===== config.mk =====
export PLATFORM = sky130hd
export DESIGN_NAME = apb_cmd_master
export DESIGN_NICKNAME = d
export VERILOG_FILES = /design/src/rtl/apb_cmd_master.sv
export SDC_FILE = /design/constraint.sdc
export NUM_CORES = 1
export LEC_CHECK = 0
export BUFFER_PORTS_ARGS = -buffer_cell sky130_fd_sc_hd__buf_2
export CORE_MARGIN = 5
export CORE_UTILIZATION = 47
export CTS_BUF_LIST = sky130_fd_sc_hd__clkbuf_2
export CTS_CLUSTER_DIAMETER = 150
export DETAILED_ROUTE_END_ITERATION = 12
export PLACE_DENSITY_LB_ADDON = 0.05
export SKIP_CTS_REPAIR_TIMING = 1
export SLEW_MARGIN = 10
export SYNTH_ARGS = -nofsm -noshare
export SYNTH_HDL_FRONTEND = slang
export SYNTH_SLANG_ARGS = --single-unit
export TNS_END_PERCENT = 50

===== constraint.sdc =====
create_clock -name pclk -period 1.7 [get_ports pclk]
set_input_delay 0.34 -clock pclk [delete_from_list [all_inputs] [get_ports pclk]]
set_output_delay 0.34 -clock pclk [all_outputs]
set_load 0.02 [all_outputs]

===== src/rtl/apb_cmd_master.sv =====
// APB3 requester: converts a valid/ready command stream into SETUP/ACCESS transfers.
// Optional ACCESS wait-state timeout is compiled in with `define APB_TIMEOUT_EN.
module apb_cmd_master #(
    parameter int unsigned ADDR_W         = 8,
    parameter int unsigned DATA_W         = 8,
    parameter int unsigned TIMEOUT_CYCLES = 16
) (
    input  logic              pclk,
    input  logic              preset,
    input  logic              cmd_valid,
    output logic              cmd_ready,
    input  logic              cmd_write,
    input  logic [ADDR_W-1:0] cmd_addr,
    input  logic [DATA_W-1:0] cmd_wdata,
    output logic              rsp_valid,
    output logic [DATA_W-1:0] rsp_rdata,
    output logic              rsp_err,
    output logic              psel,
    output logic              penable,
    output logic              pwrite,
    output logic [ADDR_W-1:0] paddr,
    output logic [DATA_W-1:0] pwdata,
    input  logic [DATA_W-1:0] prdata,
    input  logic              pready
);

    typedef enum logic [1:0] {StIdle, StSetup, StAccess} state_e;

    state_e            state_q, state_d;
    logic              psel_q, psel_d;
    logic              penable_q, penable_d;
    logic              pwrite_q, pwrite_d;
    logic [ADDR_W-1:0] paddr_q, paddr_d;
    logic [DATA_W-1:0] pwdata_q, pwdata_d;
    logic              rsp_valid_q, rsp_valid_d;
    logic [DATA_W-1:0] rsp_rdata_q, rsp_rdata_d;
    logic              rsp_err_q, rsp_err_d;

`ifdef APB_TIMEOUT_EN
    localparam int unsigned CntW = $clog2(TIMEOUT_CYCLES + 1);
    logic [CntW-1:0] wait_cnt_q, wait_cnt_d;
`else
    logic unused_timeout;
    assign unused_timeout = ^TIMEOUT_CYCLES;
`endif

    assign cmd_ready = (state_q == StIdle) && !preset;

    always_comb begin
        state_d     = state_q;
        psel_d      = psel_q;
        penable_d   = penable_q;
        pwrite_d    = pwrite_q;
        paddr_d     = paddr_q;
        pwdata_d    = pwdata_q;
        rsp_valid_d = 1'b0;
        rsp_rdata_d = rsp_rdata_q;
        rsp_err_d   = 1'b0;
`ifdef APB_TIMEOUT_EN
        wait_cnt_d  = wait_cnt_q;
`endif
        unique case (state_q)
            StIdle: begin
                if (cmd_valid && cmd_ready) begin
                    state_d  = StSetup;
                    psel_d   = 1'b1;
                    pwrite_d = cmd_write;
                    paddr_d  = cmd_addr;
                    pwdata_d = cmd_wdata;
                end
            end
            StSetup: begin
                state_d   = StAccess;
                penable_d = 1'b1;
`ifdef APB_TIMEOUT_EN
                wait_cnt_d = '0;
`endif
            end
            StAccess: begin
                if (pready) begin
                    state_d     = StIdle;
                    psel_d      = 1'b0;
                    penable_d   = 1'b0;
                    rsp_valid_d = 1'b1;
                    rsp_rdata_d = pwrite_q ? '0 : prdata;
                end
`ifdef APB_TIMEOUT_EN
                // Threshold cycle without pready aborts; pready in that cycle wins above.
                else if (wait_cnt_q == CntW'(TIMEOUT_CYCLES - 1)) begin
                    state_d     = StIdle;
                    psel_d      = 1'b0;
                    penable_d   = 1'b0;
                    rsp_valid_d = 1'b1;
                    rsp_rdata_d = '0;
                    rsp_err_d   = 1'b1;
                end else begin
                    wait_cnt_d = wait_cnt_q + 1'b1;
                end
`endif
            end
            default: state_d = StIdle;
        endcase
    end

    always_ff @(posedge pclk) begin
        if (preset) begin
            state_q     <= StIdle;
            psel_q      <= 1'b0;
            penable_q   <= 1'b0;
            pwrite_q    <= 1'b0;
            paddr_q     <= '0;
            pwdata_q    <= '0;
            rsp_valid_q <= 1'b0;
            rsp_rdata_q <= '0;
            rsp_err_q   <= 1'b0;
`ifdef APB_TIMEOUT_EN
            wait_cnt_q  <= '0;
`endif
        end else begin
            state_q     <= state_d;
            psel_q      <= psel_d;
            penable_q   <= penable_d;
            pwrite_q    <= pwrite_d;
            paddr_q     <= paddr_d;
            pwdata_q    <= pwdata_d;
            rsp_valid_q <= rsp_valid_d;
            rsp_rdata_q <= rsp_rdata_d;
            rsp_err_q   <= rsp_err_d;
`ifdef APB_TIMEOUT_EN
            wait_cnt_q  <= wait_cnt_d;
`endif
        end
    end

    assign psel      = psel_q;
    assign penable   = penable_q;
    assign pwrite    = pwrite_q;
    assign paddr     = paddr_q;
    assign pwdata    = pwdata_q;
    assign rsp_valid = rsp_valid_q;
    assign rsp_rdata = rsp_rdata_q;
    assign rsp_err   = rsp_err_q;

endmodule


* Yosys cells after proc, flatten, opt, wreduce, memory -nomap -nowiden
Cells that the tools add are included.
** Storage, ports and cells
- ROM bits :: 0
- Output and inout bits :: 30
- Bits in registers :: 30
- Input port bits :: 29
- Bits in writable memories :: 0
- Memories kept :: 0
- Bits in latches :: 0
- Word-level logic and storage cells :: 34
** Cells by class
- Magnitude comparators :: 0
- Add/sub/neg operators :: 0
- Equality and inequality tests :: 4
- Muxes and demuxes :: 9
- Reductions and logical operators :: 12
- Multipliers :: 0
- Bitwise logic cells :: 1
- Shift operators :: 0
- Divide/modulo/power cells :: 0
** Operators by type and width (number)
- 8-bit two-way mux :: 1
- 2-bit AND reduction :: 4
- 2-bit one-hot mux with 3 select lines :: 1
- 2-bit two-way mux :: 2
- 1-bit one-hot mux with 2 select lines :: 2
- 2-bit nonzero test :: 2
- 1-bit two-way mux :: 3
- 3-bit AND reduction :: 1
- 2-bit by 1-bit == test with 1-bit output, second input constant :: 1
- 2-bit == test, second input constant :: 1
- 1-bit logical AND :: 2
- 2-bit zero test :: 1
- 2-bit by 1-bit inequality test with 1-bit output, second input constant :: 1
- 2-bit inequality test, second input constant :: 1
- 2-bit OR reduction :: 1
- 1-bit zero test :: 1
- 1-bit NOT :: 1

* Depth between registers and ports, before layout
- Depth after elaboration :: 5
- Gate-level depth with buffers :: 4

* Least setup slack after synthesis
OpenSTA, ideal clock, no wires.
- Path type :: register to register
- From :: reg state_q[1]
- To :: reg paddr_q[2] (netlist: paddr[2])
- Period minus slack after synthesis :: 1530 ps
- Stages on the path, launching flop included :: 5
- Arrival time :: 1408 ps
- Slack :: 170 ps
- Buffers on the path :: 2
- Cells stage by stage :: dfxtp_1 > or4b_1 > buf_6 > buf_12 > mux2_4
** On the way
- Word-level cells in the longest chain between the ends :: 4
** RTL lines
- start: declaration :: RTL line 29 : state_e state_q, state_d;
- start signal: assignment :: RTL line 107 : state_q <= StIdle;
- start signal: assignment :: RTL line 120 : state_q <= state_d;
- 2-bit zero test * :: RTL line 47, 62
- 1-bit logical AND :: RTL line 47 : assign cmd_ready = (state_q == StIdle) && !preset;
- 1-bit logical AND :: RTL line 64 : if (cmd_valid && cmd_ready) begin
- 2-bit AND reduction (no line) *
- end signal: assignment :: RTL line 124 : paddr_q <= paddr_d;
- end: declaration :: RTL line 33 : logic [ADDR_W-1:0] paddr_q, paddr_d;
Mark *: on every way between the ends. The rest lies on a longest branch, timed or not.
A chain may end at the register's enable or synchronous reset.

* Worst setup path in the final report
Ends and elaborated chain as after synthesis.

==> results summary <==
The placed instance count is 192. The number of warnings reported in the yosys synthesis log came out at 0. The clock root buffer is sky130_fd_sc_hd__clkbuf_2. The data required time of the worst path came out at 1.96 ns. The final layout contains 198 nets. The initial antenna violation count is 0. After detailed routing, the number of vias per cell comes to 4.71. The chip width came out at 61.9 µm. The power density over cell area is 852 nW/µm². The switching share of total power is 28.1%. The first-pass GRT wire length is 4050 µm. Global routing consumed, on the met3 layer, 9.09% of the routing resources.

The setup slack of the worst register-to-register path came out at 0.17 ns. The final antenna-violating net count came out at 0. Counting cells, the worst reg-to-reg path comes to 3. The startpoint identified for the worst register-to-register timing path is state_q[1]$_SDFFE_PP0P_.

Synthesis produced 109 cells. The met1 demand-to-capacity share in global routing came out at 16.8%. Summed over all failing endpoints, the final setup total negative slack is 0 ns.

The max-cap violation count came out at 0. After detailed routing, the average wire length per cell comes to 12.6 µm. The placement-stage worst setup slack came out at 0.115 ns.

The detailed-route DRC error count came out at 0. For this run, the detailed router's first-pass iteration total came to 3. The startpoint class of the critical path is a register. Relative to the synthesized area, the layout overhead comes to 26.4%. The static leakage came out at 0.803 nW. Setup violations remaining at the end of the flow were counted as 0. The design internal power came out at 0.980 mW. In this run the worst path has a maximum fanout of 12. The post-synth net total came out at 138.

met2 is the most crowded layer. Setup repair after global routing left no endpoint under its margin. The routing usage on met2 is 24.1%. The run finished with clean final reports. The final count of pins violating max slew came out at 0.

The number of ports placed on the die boundary is 59. TritonCTS built the clock tree. The count of distinct cell types in the synthesized netlist came out at 19.

Entering global routing, the biggest net connects 39 pins. The maximum clock path buffer count came out at 2. The fraction of power consumed by sequential logic is 56.6%.

The tightest min-delay check is of the in2reg type. The count of input and output buffers came out at 57. The via count of the first global-routing pass was 895. For hold timing, the worst endpoint is pwdata[5]$_SDFFE_PP0P_. VDD sags by at most 0.540 mV. The endpoint of the most critical register-to-register path is paddr[2]$_SDFFE_PP0P_. The library cells used most frequently in the layout, excluding fill and tap cells, are sky130_fd_sc_hd__buf_2, sky130_fd_sc_hd__dfxtp_1, sky130_fd_sc_hd__nor2b_1. The switching power total is 0.383 mW. The global placement routability congestion came out at 0.623. The floorplan step defined a core boundary enclosing 2520 µm². The later pin in the worst-skew pair is clocked with a latency of 0.35 ns. The instance count along the most critical hold path came out at 2. Counting I/O delays and the setup requirement, the final critical path takes 1.53 ns. The antenna cell count is 0. The worst path uses 89.8% of the clock period.

The data arrival time of the critical path is 1.78 ns. The area of the mapped netlist came out at 1270 µm². The die covers 3830 µm². The post-route non-filler standard cell count came out at 200. The violation count after the first detailed-routing iteration is 40. Of the synthesized area, sequential elements account for 47.4%. The clock-pin slew of the registers on the worst-case setup and hold paths came out at 0.15 ns. The initial utilization of the core area, before any placement, comes to 50.2%. The hold violation total from the final report was 0.

The average size of a mapped cell is 11.6 µm². Global routing consumed, over all layers together, 15.2% of the routing resources. The H-tree was split into 2 levels. The share of total power in the clock network came out at 24.6%. Leaving out fill and tap cells, the most frequent cell in the layout is sky130_fd_sc_hd__buf_2. The die outline height is 61.9 µm. The post-detailed-placement cell area is 1560 µm². The critical path is of the reg2reg type. The routed layout has 941 vias.

The clock net in this run drives a total of 30 sinks. The number of register bits inferred by synthesis is 30. The clock skew after layout came out at 0.00781 ns. The final instance area came out at 1600 µm².

The HPWL after detailed placement came out at 1860 µm. The share of power burned in combinational logic came out at 18.8%. In this run the most critical hold path is launched from cmd_wdata[5]. The total CTS buffers came out at 5.

After detailed routing, the total wire length is 2520 µm. The ratio of cells with drive above 1 in the final layout came out at 55.3%. The worst setup path is captured at a register. The floorplan row count came out at 18. Once routing completed, OpenROAD measured the worst setup slack at 0.174 ns. The overall overflow remaining after global route is 0.

Derived from the worst setup path, the maximum achievable clock frequency is 655 MHz.
-- registers in the layout, indices dropped and copies added, names as in the netlist --
register,count
penable,1
rsp_valid,1
rsp_rdata,8
paddr,8
pwrite,1
state_q,2
pwdata,8
psel,1
-- worst max-delay path by stage --
stage / from / slack (ns) / cells past startpoint / end
finish: state_q[1]$_SDFFE_PP0P_ / 0.17 / 3 / paddr[2]$_SDFFE_PP0P_
detailed placement: preset / 0.12 / 4 / paddr[2]$_SDFFE_PP0P_
global route: state_q[0]$_SDFFE_PP0P_ / 0.11 / 2 / cmd_ready
CTS: state_q[1]$_SDFFE_PP0P_ / 0.16 / 3 / paddr[2]$_SDFFE_PP0P_
floorplan: state_q[1]$_SDFFE_PP0P_ / 0.17 / 4 / paddr[2]$_SDFFE_PP0P_
global placement: preset / 0.15 / 4 / paddr[2]$_SDFFE_PP0P_
-- logic make-up (layout without fill, tap and decap cells) --
| family | count (synthesis) | after routing | synth area share, % |
|---|---|---|---|
| flip-flops | 30 | 30 | 47.4 |
| buffers and inverters | 10 | 71 | 5.14 |
| AND/OR/NAND/NOR | 40 | 40 | 21.9 |
| multiplexers | 25 | 25 | 23.8 |
| AO/OA/AOI/OAI | 3 | 3 | 1.38 |
| other | 1 | 1 | 0.296 |
-- Yosys cell counts --
cell	n	area, µm²
sky130_fd_sc_hd__a211oi_1	1	7.51
sky130_fd_sc_hd__a21oi_1	1	5.00
sky130_fd_sc_hd__and3b_1	1	8.76
sky130_fd_sc_hd__buf_12	1	20.0
sky130_fd_sc_hd__buf_4	1	7.51
sky130_fd_sc_hd__buf_6	1	11.3
sky130_fd_sc_hd__clkbuf_1	5	18.8
sky130_fd_sc_hd__conb_1	1	3.75
sky130_fd_sc_hd__dfxtp_1	30	601
sky130_fd_sc_hd__inv_1	2	7.51
sky130_fd_sc_hd__mux2_2	9	101
sky130_fd_sc_hd__mux2_4	8	120
sky130_fd_sc_hd__mux2i_1	8	80.1
sky130_fd_sc_hd__nand2b_1	10	62.6
sky130_fd_sc_hd__nor2b_1	18	113
sky130_fd_sc_hd__nor3_1	1	5.00
sky130_fd_sc_hd__o21ai_0	1	5.00
sky130_fd_sc_hd__or3b_2	9	78.8
sky130_fd_sc_hd__or4b_1	1	10.0
-- per-layer routing --
metal / up-vias / routed length (µm)
met2: 42 / 1200
li1: 479 / -
met4: 0 / 12
met3: 2 / 282
met1: 418 / 1020
met5: - / 0
-- metrics by stage --
step                hold WS (ns)  utilization (%)  power (mW)
finish                     0.197             63.4        1.36
global route               0.123             63.4        1.46
CTS                        0.168             63.4        1.39
detailed placement         0.446             61.9        1.05
global placement           0.448             61.9        1.04
floorplan                  0.483                -       0.962
-- power by group through the flow --
stage	Combinational, mW	Clock, mW	Sequential (mW)
6_report	0.256	0.335	0.771
5_1_grt	0.279	0.401	0.780
4_1_cts	0.260	0.354	0.772
3_5_place_dp	0.260	0	0.787
3_3_place_gp	0.255	0	0.785
2_1_floorplan	0.125	0	0.836
-- critical path, stage by stage, from the launching register on --
cell and delay (ns):
sky130_fd_sc_hd__dfxtp_1 0.36, sky130_fd_sc_hd__or4b_1 0.56, sky130_fd_sc_hd__buf_4 0.21, sky130_fd_sc_hd__mux2_4 0.30
-- cell type report --
| type | instances | area (µm²) |
|---|---|---|
| clock buffers | 6 | 30.0 |
| clock inverters | 2 | 8.76 |
| fillers | 227 | 922 |
| inverters | 2 | 7.51 |
| multi-input cells | 69 | 601 |
| flip-flops and latches | 30 | 601 |
| well taps | 30 | 37.5 |
| repair buffers | 61 | 315 |
Note: power is estimated with default switching activity, not from simulation.
